File: src/rtl/acc_pkg.sv
// Shared types for the accumulator operation sequencer: opcodes, FSM states,
// and the memory-operand classification helper.
package acc_pkg;

    typedef enum logic [2:0] {
        OP_LOAD = 3'b000,
        OP_AND  = 3'b001,
        OP_OR   = 3'b010,
        OP_XOR  = 3'b011,
        OP_XNOR = 3'b100,
        OP_NOT  = 3'b101,
        OP_CLR  = 3'b110,
        OP_NOP  = 3'b111
    } op_e;

    typedef enum logic [1:0] {
        S_IDLE  = 2'd0,
        S_FETCH = 2'd1,
        S_EXEC  = 2'd2
    } state_e;

    // Opcodes LOAD..XNOR take their second operand from memory.
    function automatic logic is_mem_op(input op_e op);
        return (op inside {OP_LOAD, OP_AND, OP_OR, OP_XOR, OP_XNOR});
    endfunction

endpackage

File: src/rtl/acc_op_sequencer_if.sv
// Operation handshake, memory read port and accumulator status bundle.
// The zero/parity flag signals exist only when ACC_FLAGS_EN is defined.
interface acc_op_sequencer_if #(
    parameter int DATA_W = 8,
    parameter int ADDR_W = 8
);
    logic              op_valid;
    logic              op_ready;
    logic [2:0]        op_code;
    logic [ADDR_W-1:0] op_addr;
    logic              mem_req;
    logic [ADDR_W-1:0] mem_addr;
    logic              mem_ack;
    logic [DATA_W-1:0] mem_rdata;
    logic [DATA_W-1:0] ac;
    logic              done;
    logic              busy;
`ifdef ACC_FLAGS_EN
    logic              zero;
    logic              parity;
`endif

    // Requester / memory side
    modport master (
        output op_valid, op_code, op_addr, mem_ack, mem_rdata,
`ifdef ACC_FLAGS_EN
        input  zero, parity,
`endif
        input  op_ready, mem_req, mem_addr, ac, done, busy
    );

    // Sequencer side
    modport slave (
        input  op_valid, op_code, op_addr, mem_ack, mem_rdata,
`ifdef ACC_FLAGS_EN
        output zero, parity,
`endif
        output op_ready, mem_req, mem_addr, ac, done, busy
    );

endinterface

File: src/rtl/acc_logic_unit.sv
// Combinational logic function f(op, ac, operand) for the accumulator.
module acc_logic_unit
    import acc_pkg::*;
#(
    parameter int DATA_W = 8
) (
    input  op_e               op,
    input  logic [DATA_W-1:0] ac,
    input  logic [DATA_W-1:0] operand,
    output logic [DATA_W-1:0] result
);

    // Select the logic function; NOP (and anything unexpected) keeps AC.
    always_comb begin
        result = ac;
        case (op)
            OP_LOAD: result = operand;
            OP_AND:  result = ac & operand;
            OP_OR:   result = ac | operand;
            OP_XOR:  result = ac ^ operand;
            OP_XNOR: result = ~(ac ^ operand);
            OP_NOT:  result = ~ac;
            OP_CLR:  result = '0;
            default: result = ac;
        endcase
    end

endmodule

File: src/rtl/acc_op_sequencer.sv
// Accumulator operation sequencer: accepts one op over valid/ready, fetches a
// memory operand when needed, applies the logic function to AC and pulses done.
// Optional feature macro: ACC_FLAGS_EN adds registered zero/parity result flags.
module acc_op_sequencer
    import acc_pkg::*;
#(
    parameter int DATA_W = 8,
    parameter int ADDR_W = 8
) (
    input  logic               clk,
    input  logic               rst,
    acc_op_sequencer_if.slave  bus
);

    state_e            state;
    op_e               op_q;
    logic [DATA_W-1:0] operand_q;
    logic [DATA_W-1:0] ac_q;
    logic [DATA_W-1:0] result;
    logic [ADDR_W-1:0] mem_addr_q;
    logic              mem_req_q;
    logic              op_ready_q;
    logic              busy_q;
    logic              done_q;
    op_e               op_in;
`ifdef ACC_FLAGS_EN
    logic              zero_q;
    logic              parity_q;
`endif

    assign op_in = op_e'(bus.op_code);

    acc_logic_unit #(.DATA_W(DATA_W)) u_logic (
        .op      (op_q),
        .ac      (ac_q),
        .operand (operand_q),
        .result  (result)
    );

    // Sequencer FSM with registered handshake, status and accumulator outputs.
    always_ff @(posedge clk or posedge rst) begin
        if (rst) begin
            state      <= S_IDLE;
            op_q       <= OP_NOP;
            op_ready_q <= 1'b1;
            busy_q     <= 1'b0;
            mem_req_q  <= 1'b0;
            mem_addr_q <= '0;
            done_q     <= 1'b0;
            ac_q       <= '0;
`ifdef ACC_FLAGS_EN
            zero_q     <= 1'b1;
            parity_q   <= 1'b0;
`endif
        end else begin
            done_q <= 1'b0;
            case (state)
                S_IDLE: begin
                    if (bus.op_valid) begin
                        op_q       <= op_in;
                        op_ready_q <= 1'b0;
                        busy_q     <= 1'b1;
                        if (is_mem_op(op_in)) begin
                            state      <= S_FETCH;
                            mem_req_q  <= 1'b1;
                            mem_addr_q <= bus.op_addr;
                        end else begin
                            state <= S_EXEC;
                        end
                    end
                end
                S_FETCH: begin
                    if (bus.mem_ack) begin
                        mem_req_q <= 1'b0;
                        state     <= S_EXEC;
                    end
                end
                S_EXEC: begin
                    ac_q       <= result;
`ifdef ACC_FLAGS_EN
                    zero_q     <= (result == '0);
                    parity_q   <= ^result;
`endif
                    done_q     <= 1'b1;
                    op_ready_q <= 1'b1;
                    busy_q     <= 1'b0;
                    state      <= S_IDLE;
                end
                default: begin
                    state      <= S_IDLE;
                    op_ready_q <= 1'b1;
                    busy_q     <= 1'b0;
                    mem_req_q  <= 1'b0;
                end
            endcase
        end
    end

    // Operand register: loaded only on the acknowledge edge of a fetch.
    always_ff @(posedge clk) begin
        if (state == S_FETCH && bus.mem_ack) begin
            operand_q <= bus.mem_rdata;
        end
    end

    assign bus.op_ready = op_ready_q;
    assign bus.busy     = busy_q;
    assign bus.mem_req  = mem_req_q;
    assign bus.mem_addr = mem_addr_q;
    assign bus.done     = done_q;
    assign bus.ac       = ac_q;
`ifdef ACC_FLAGS_EN
    assign bus.zero     = zero_q;
    assign bus.parity   = parity_q;
`endif

endmodule

File: src/flat_wrapper.sv
// flat-port wrapper written by rule: the top's interface ports become plain ports
module acc_op_sequencer_flat import acc_pkg::*;
#(
    parameter int DATA_W = 8,
    parameter int ADDR_W = 8
)
  (clk, rst, bus_op_valid, bus_op_code, bus_op_addr, bus_mem_ack, bus_mem_rdata, bus_op_ready, bus_mem_req, bus_mem_addr, bus_ac, bus_done, bus_busy);
  acc_op_sequencer_if #(.DATA_W(DATA_W), .ADDR_W(ADDR_W)) bus_i ();
  input  logic clk;
  input  logic rst;
  input wire logic [$bits(bus_i.op_valid)-1:0] bus_op_valid;
  input wire logic [$bits(bus_i.op_code)-1:0] bus_op_code;
  input wire logic [$bits(bus_i.op_addr)-1:0] bus_op_addr;
  input wire logic [$bits(bus_i.mem_ack)-1:0] bus_mem_ack;
  input wire logic [$bits(bus_i.mem_rdata)-1:0] bus_mem_rdata;
  output wire logic [$bits(bus_i.op_ready)-1:0] bus_op_ready;
  output wire logic [$bits(bus_i.mem_req)-1:0] bus_mem_req;
  output wire logic [$bits(bus_i.mem_addr)-1:0] bus_mem_addr;
  output wire logic [$bits(bus_i.ac)-1:0] bus_ac;
  output wire logic [$bits(bus_i.done)-1:0] bus_done;
  output wire logic [$bits(bus_i.busy)-1:0] bus_busy;
  assign bus_i.op_valid = bus_op_valid;
  assign bus_i.op_code = bus_op_code;
  assign bus_i.op_addr = bus_op_addr;
  assign bus_i.mem_ack = bus_mem_ack;
  assign bus_i.mem_rdata = bus_mem_rdata;
  assign bus_op_ready = bus_i.op_ready;
  assign bus_mem_req = bus_i.mem_req;
  assign bus_mem_addr = bus_i.mem_addr;
  assign bus_ac = bus_i.ac;
  assign bus_done = bus_i.done;
  assign bus_busy = bus_i.busy;
  acc_op_sequencer #(.DATA_W(DATA_W), .ADDR_W(ADDR_W)) u_core (.clk(clk), .rst(rst), .bus(bus_i));
endmodule
File: config.mk
export PLATFORM = sky130hd
export DESIGN_NAME = acc_op_sequencer_flat
export DESIGN_NICKNAME = d
export VERILOG_FILES = /design/src/rtl/acc_pkg.sv /design/src/rtl/acc_op_sequencer_if.sv /design/src/rtl/acc_logic_unit.sv /design/src/rtl/acc_op_sequencer.sv /design/src/flat_wrapper.sv
export SDC_FILE = /design/constraint.sdc
export NUM_CORES = 1
export LEC_CHECK = 0
export CORE_MARGIN = 2
export CORE_UTILIZATION = 52
export CTS_BUF_LIST = sky130_fd_sc_hd__clkbuf_8
export DETAILED_ROUTE_END_ITERATION = 8
export GPL_TIMING_DRIVEN = 1
export PLACE_DENSITY = 0.82
export SLEW_MARGIN = 5
export SYNTH_ARGS = -nofsm -noshare
export SYNTH_HDL_FRONTEND = slang
export SYNTH_SLANG_ARGS = --single-unit
File: constraint.sdc
create_clock -name clk -period 2 [get_ports clk]
set_clock_uncertainty 0.2 [all_clocks]
set_input_delay 0.4 -clock clk [delete_from_list [all_inputs] [get_ports clk]]
set_output_delay 0.4 -clock clk [all_outputs]
set_load 0.03 [all_outputs]
==> impl_metrics.json <==
{
  "status": "finished, final reports clean",
  "gr-total-overflow": 0,
  "synthFlopType": "dfrtp_1",
  "clock-sinks": 33,
  "start_util_pct": 54.0,
  "grt_max_degree": 26,
  "critPathBufInv": 1,
  "rsz0062_at_grt": "false",
  "cap_violations": 0,
  "core_mm2": 0.00363,
  "crit_chain": "clkdlybuf4s50_1",
  "setup_viol": 0,
  "die-area_mm2": 0.00428,
  "min_period_ns": 1.93,
  "routabilityCongestion": 0.745,
  "viasPerCell": 5.40,
  "yosysSeqAreaShare_pct": 44.4,
  "cp.required_ns": 1.40,
  "cts_tree": "yes",
  "firstDrtPassIters": 5,
  "hold_violations": 0,
  "path_clk_slew_ns": 0.07,
  "clkLatencyLatePin_ns": 0.29,
  "ys_types": 33,
  "slew_viol_final": 0,
  "n_antenna_cell": 0,
  "critPathLaunchType": "flop",
  "crit_type": "reg2out",
  "mostFrequentLayoutCells": "clkdlybuf4s50_1, nor2_1, dfrtp_1, inv_1, a21oi_1",
  "critPathArrivalTime_ns": 1.33,
  "ios": 43,
  "final.setup.tns_ns": 0,
  "numCtsBuffers": 5,
  "power.static_leakage_nw": 1.14,
  "grt_pass1_vias": 1414,
  "instances_no_fill": 281,
  "whs_ns": 0.258,
  "drive_gt1_share_pct": 18.0,
  "cp-end-kind": "output pin",
  "synth_edf_count": 8,
  "grt_pass1_wl_um": 6560,
  "dpl.hpwl_um": 2840,
  "drt_iter0_drc": 129,
  "htreeDepth": 2,
  "grtUsageTotal_pct": 20.6,
  "yosysWarnings": 0,
  "cts_setup_buffers": 0,
  "slew_headroom_pct": 76.1,
  "vias": 1516,
  "fin_crit_sh_pct": 96.7,
  "drc": 0,
  "min_path_type": "in2async",
  "finalNetCount": 271,
  "antenna_found_initial": 0,
  "dp_cells": 273,
  "max-vdd-ir-drop_mv": 0.769,
  "power_density_mw_per_mm2": 1380,
  "fin_area_mm2": 0.00253,
  "syn-cell-area_mm2": 0.00196,
  "utilization_pct": 69.7,
  "cts_buffer_depth": 2,
  "synthesis.instances": 186,
  "worstMarginPinSlew_ns": 0.357,
  "cts_root_buf": "clkbuf_8",
  "final_common_cell": "clkdlybuf4s50_1",
  "critical-path-top-delay-family": "buffers and inverters",
  "nFillCells": 309,
  "final_antenna_net_count": 0,
  "place_area_mm2": 0.00243,
  "synth_area_leaders": "dfrtp_1, edfxtp_1, ha_1, mux2_4, dfstp_2",
  "area_growth_syn_to_layout_pct": 29.1,
  "avgRoutedWirePerCell_um": 14.5,
  "max_freq_ghz": 0.517,
  "die_height_um": 65.4,
  "port_buffers": 42,
  "synth_nets": 225,
  "cp_slowest_cell": "clkdlybuf4s50_1",
  "synth_seq_cells": 33,
  "die_w_um": 65.4,
  "rows": 22,
  "routed_wl_um": 4090,
  "avgSynthCellArea_um2": 10.5,
  "worst-path-max-fanout": 2,
  "yosysTopAreaCell": "dfrtp_1",
  "critPathMaxStageDelay_ns": 0.68,
  "synth_top_area_share_pct": 26.8,
  "synthArstFlopShare_pct": 75.8
}
-- flip-flops by register name, summed over array words and instances (netlist names) --
name / cells
u_core.bus.ac: 8
u_core.bus.mem_addr: 8
u_core.operand_q: 8
u_core.op_q: 3
u_core.state: 2
u_core.bus.busy: 1
u_core.bus.done: 1
u_core.bus.mem_req: 1
u_core.bus.op_ready: 1
-- synthesized netlist by cell type, types with 2 or more instances --
master    number
dfrtp_1       21
nor2_1        21
inv_1         20
a21oi_1       17
ha_1          16
edfxtp_1       8
mux2_4         8
o21ai_0        8
a22o_1         7
nand4b_1       7
nor2_2         7
o221ai_1       7
buf_2          4
dfstp_2        4
mux2_2         3
nand2b_1       3
o21ai_1        3
buf_4          2
buf_6          2
clkbuf_1       2
nand2_1        2
nand2_4        2
o22ai_1        2
-- what timing repair did --
item | in CTS | in global routing
endpoints found under the hold margin | 0 | 0
hold buffers | 0 | 0
resized for setup | 9 | 0
endpoints found under the setup margin | 9 | 0
-- where the power goes --
group	switching [mW]	total (mW)	internal (mW)
registers	0.288	1.21	0.927
logic	0.894	1.67	0.777
clock network	0.246	0.613	0.366
-- worst paths after layout --
kind,endpoint,start,slack (ns),cells past startpoint
min in group clk,u_core.bus.op_ready,u_core.bus.op_ready,0.30,2
min,u_core.bus.done,rst,0.26,3
min reg2reg,u_core.bus.op_ready,u_core.bus.op_ready,0.30,2
max in group asynchronous,u_core.op_q[0],rst,1.06,3
max reg2reg,u_core.bus.ac[7],u_core.op_q[0],0.21,5
max,bus_mem_addr[6],u_core.bus.mem_addr[6],0.07,1
-- logic make-up (layout without fill, tap and decap cells) --
kind of cell | after synthesis | count (layout) | synth area share, %
flip-flops | 33 | 33 | 44.4
AND/OR/NAND/NOR | 50 | 50 | 15.6
AO/OA/AOI/OAI | 45 | 45 | 14.6
adder cells (fa/ha/maj) | 16 | 16 | 10.2
multiplexers | 11 | 11 | 7.85
buffers and inverters | 31 | 78 | 7.34
-- metal layers --
metal,vias up,routed length (µm),GRT usage (%)
met5,-,0,0
met4,0,69,9.11
met3,7,186,4.11
met2,45,2050,34.6
met1,718,1790,25.8
li1,746,-,-
-- area by class of cell --
type	count	area (µm²)	area share (%)
clock buffers	5	68.8	2.72
clock inverters	3	41.3	1.63
inverters	20	75.1	2.97
multi-input cells	122	946	37.4
flip-flops and latches	33	871	34.4
well taps	48	60.1	2.37
repair buffers	50	469	18.5
-- stage by stage --
step | worst slack [ns] | power (mW)
floorplan | 0.116 | 2.35
global placement | 0.0421 | 2.88
detailed placement | -0.00562 | 2.93
CTS | 0.0563 | 3.52
global route | 0.0202 | 3.71
finish | 0.0665 | 3.50
No activity file was read; power rests on OpenSTA's default activity.
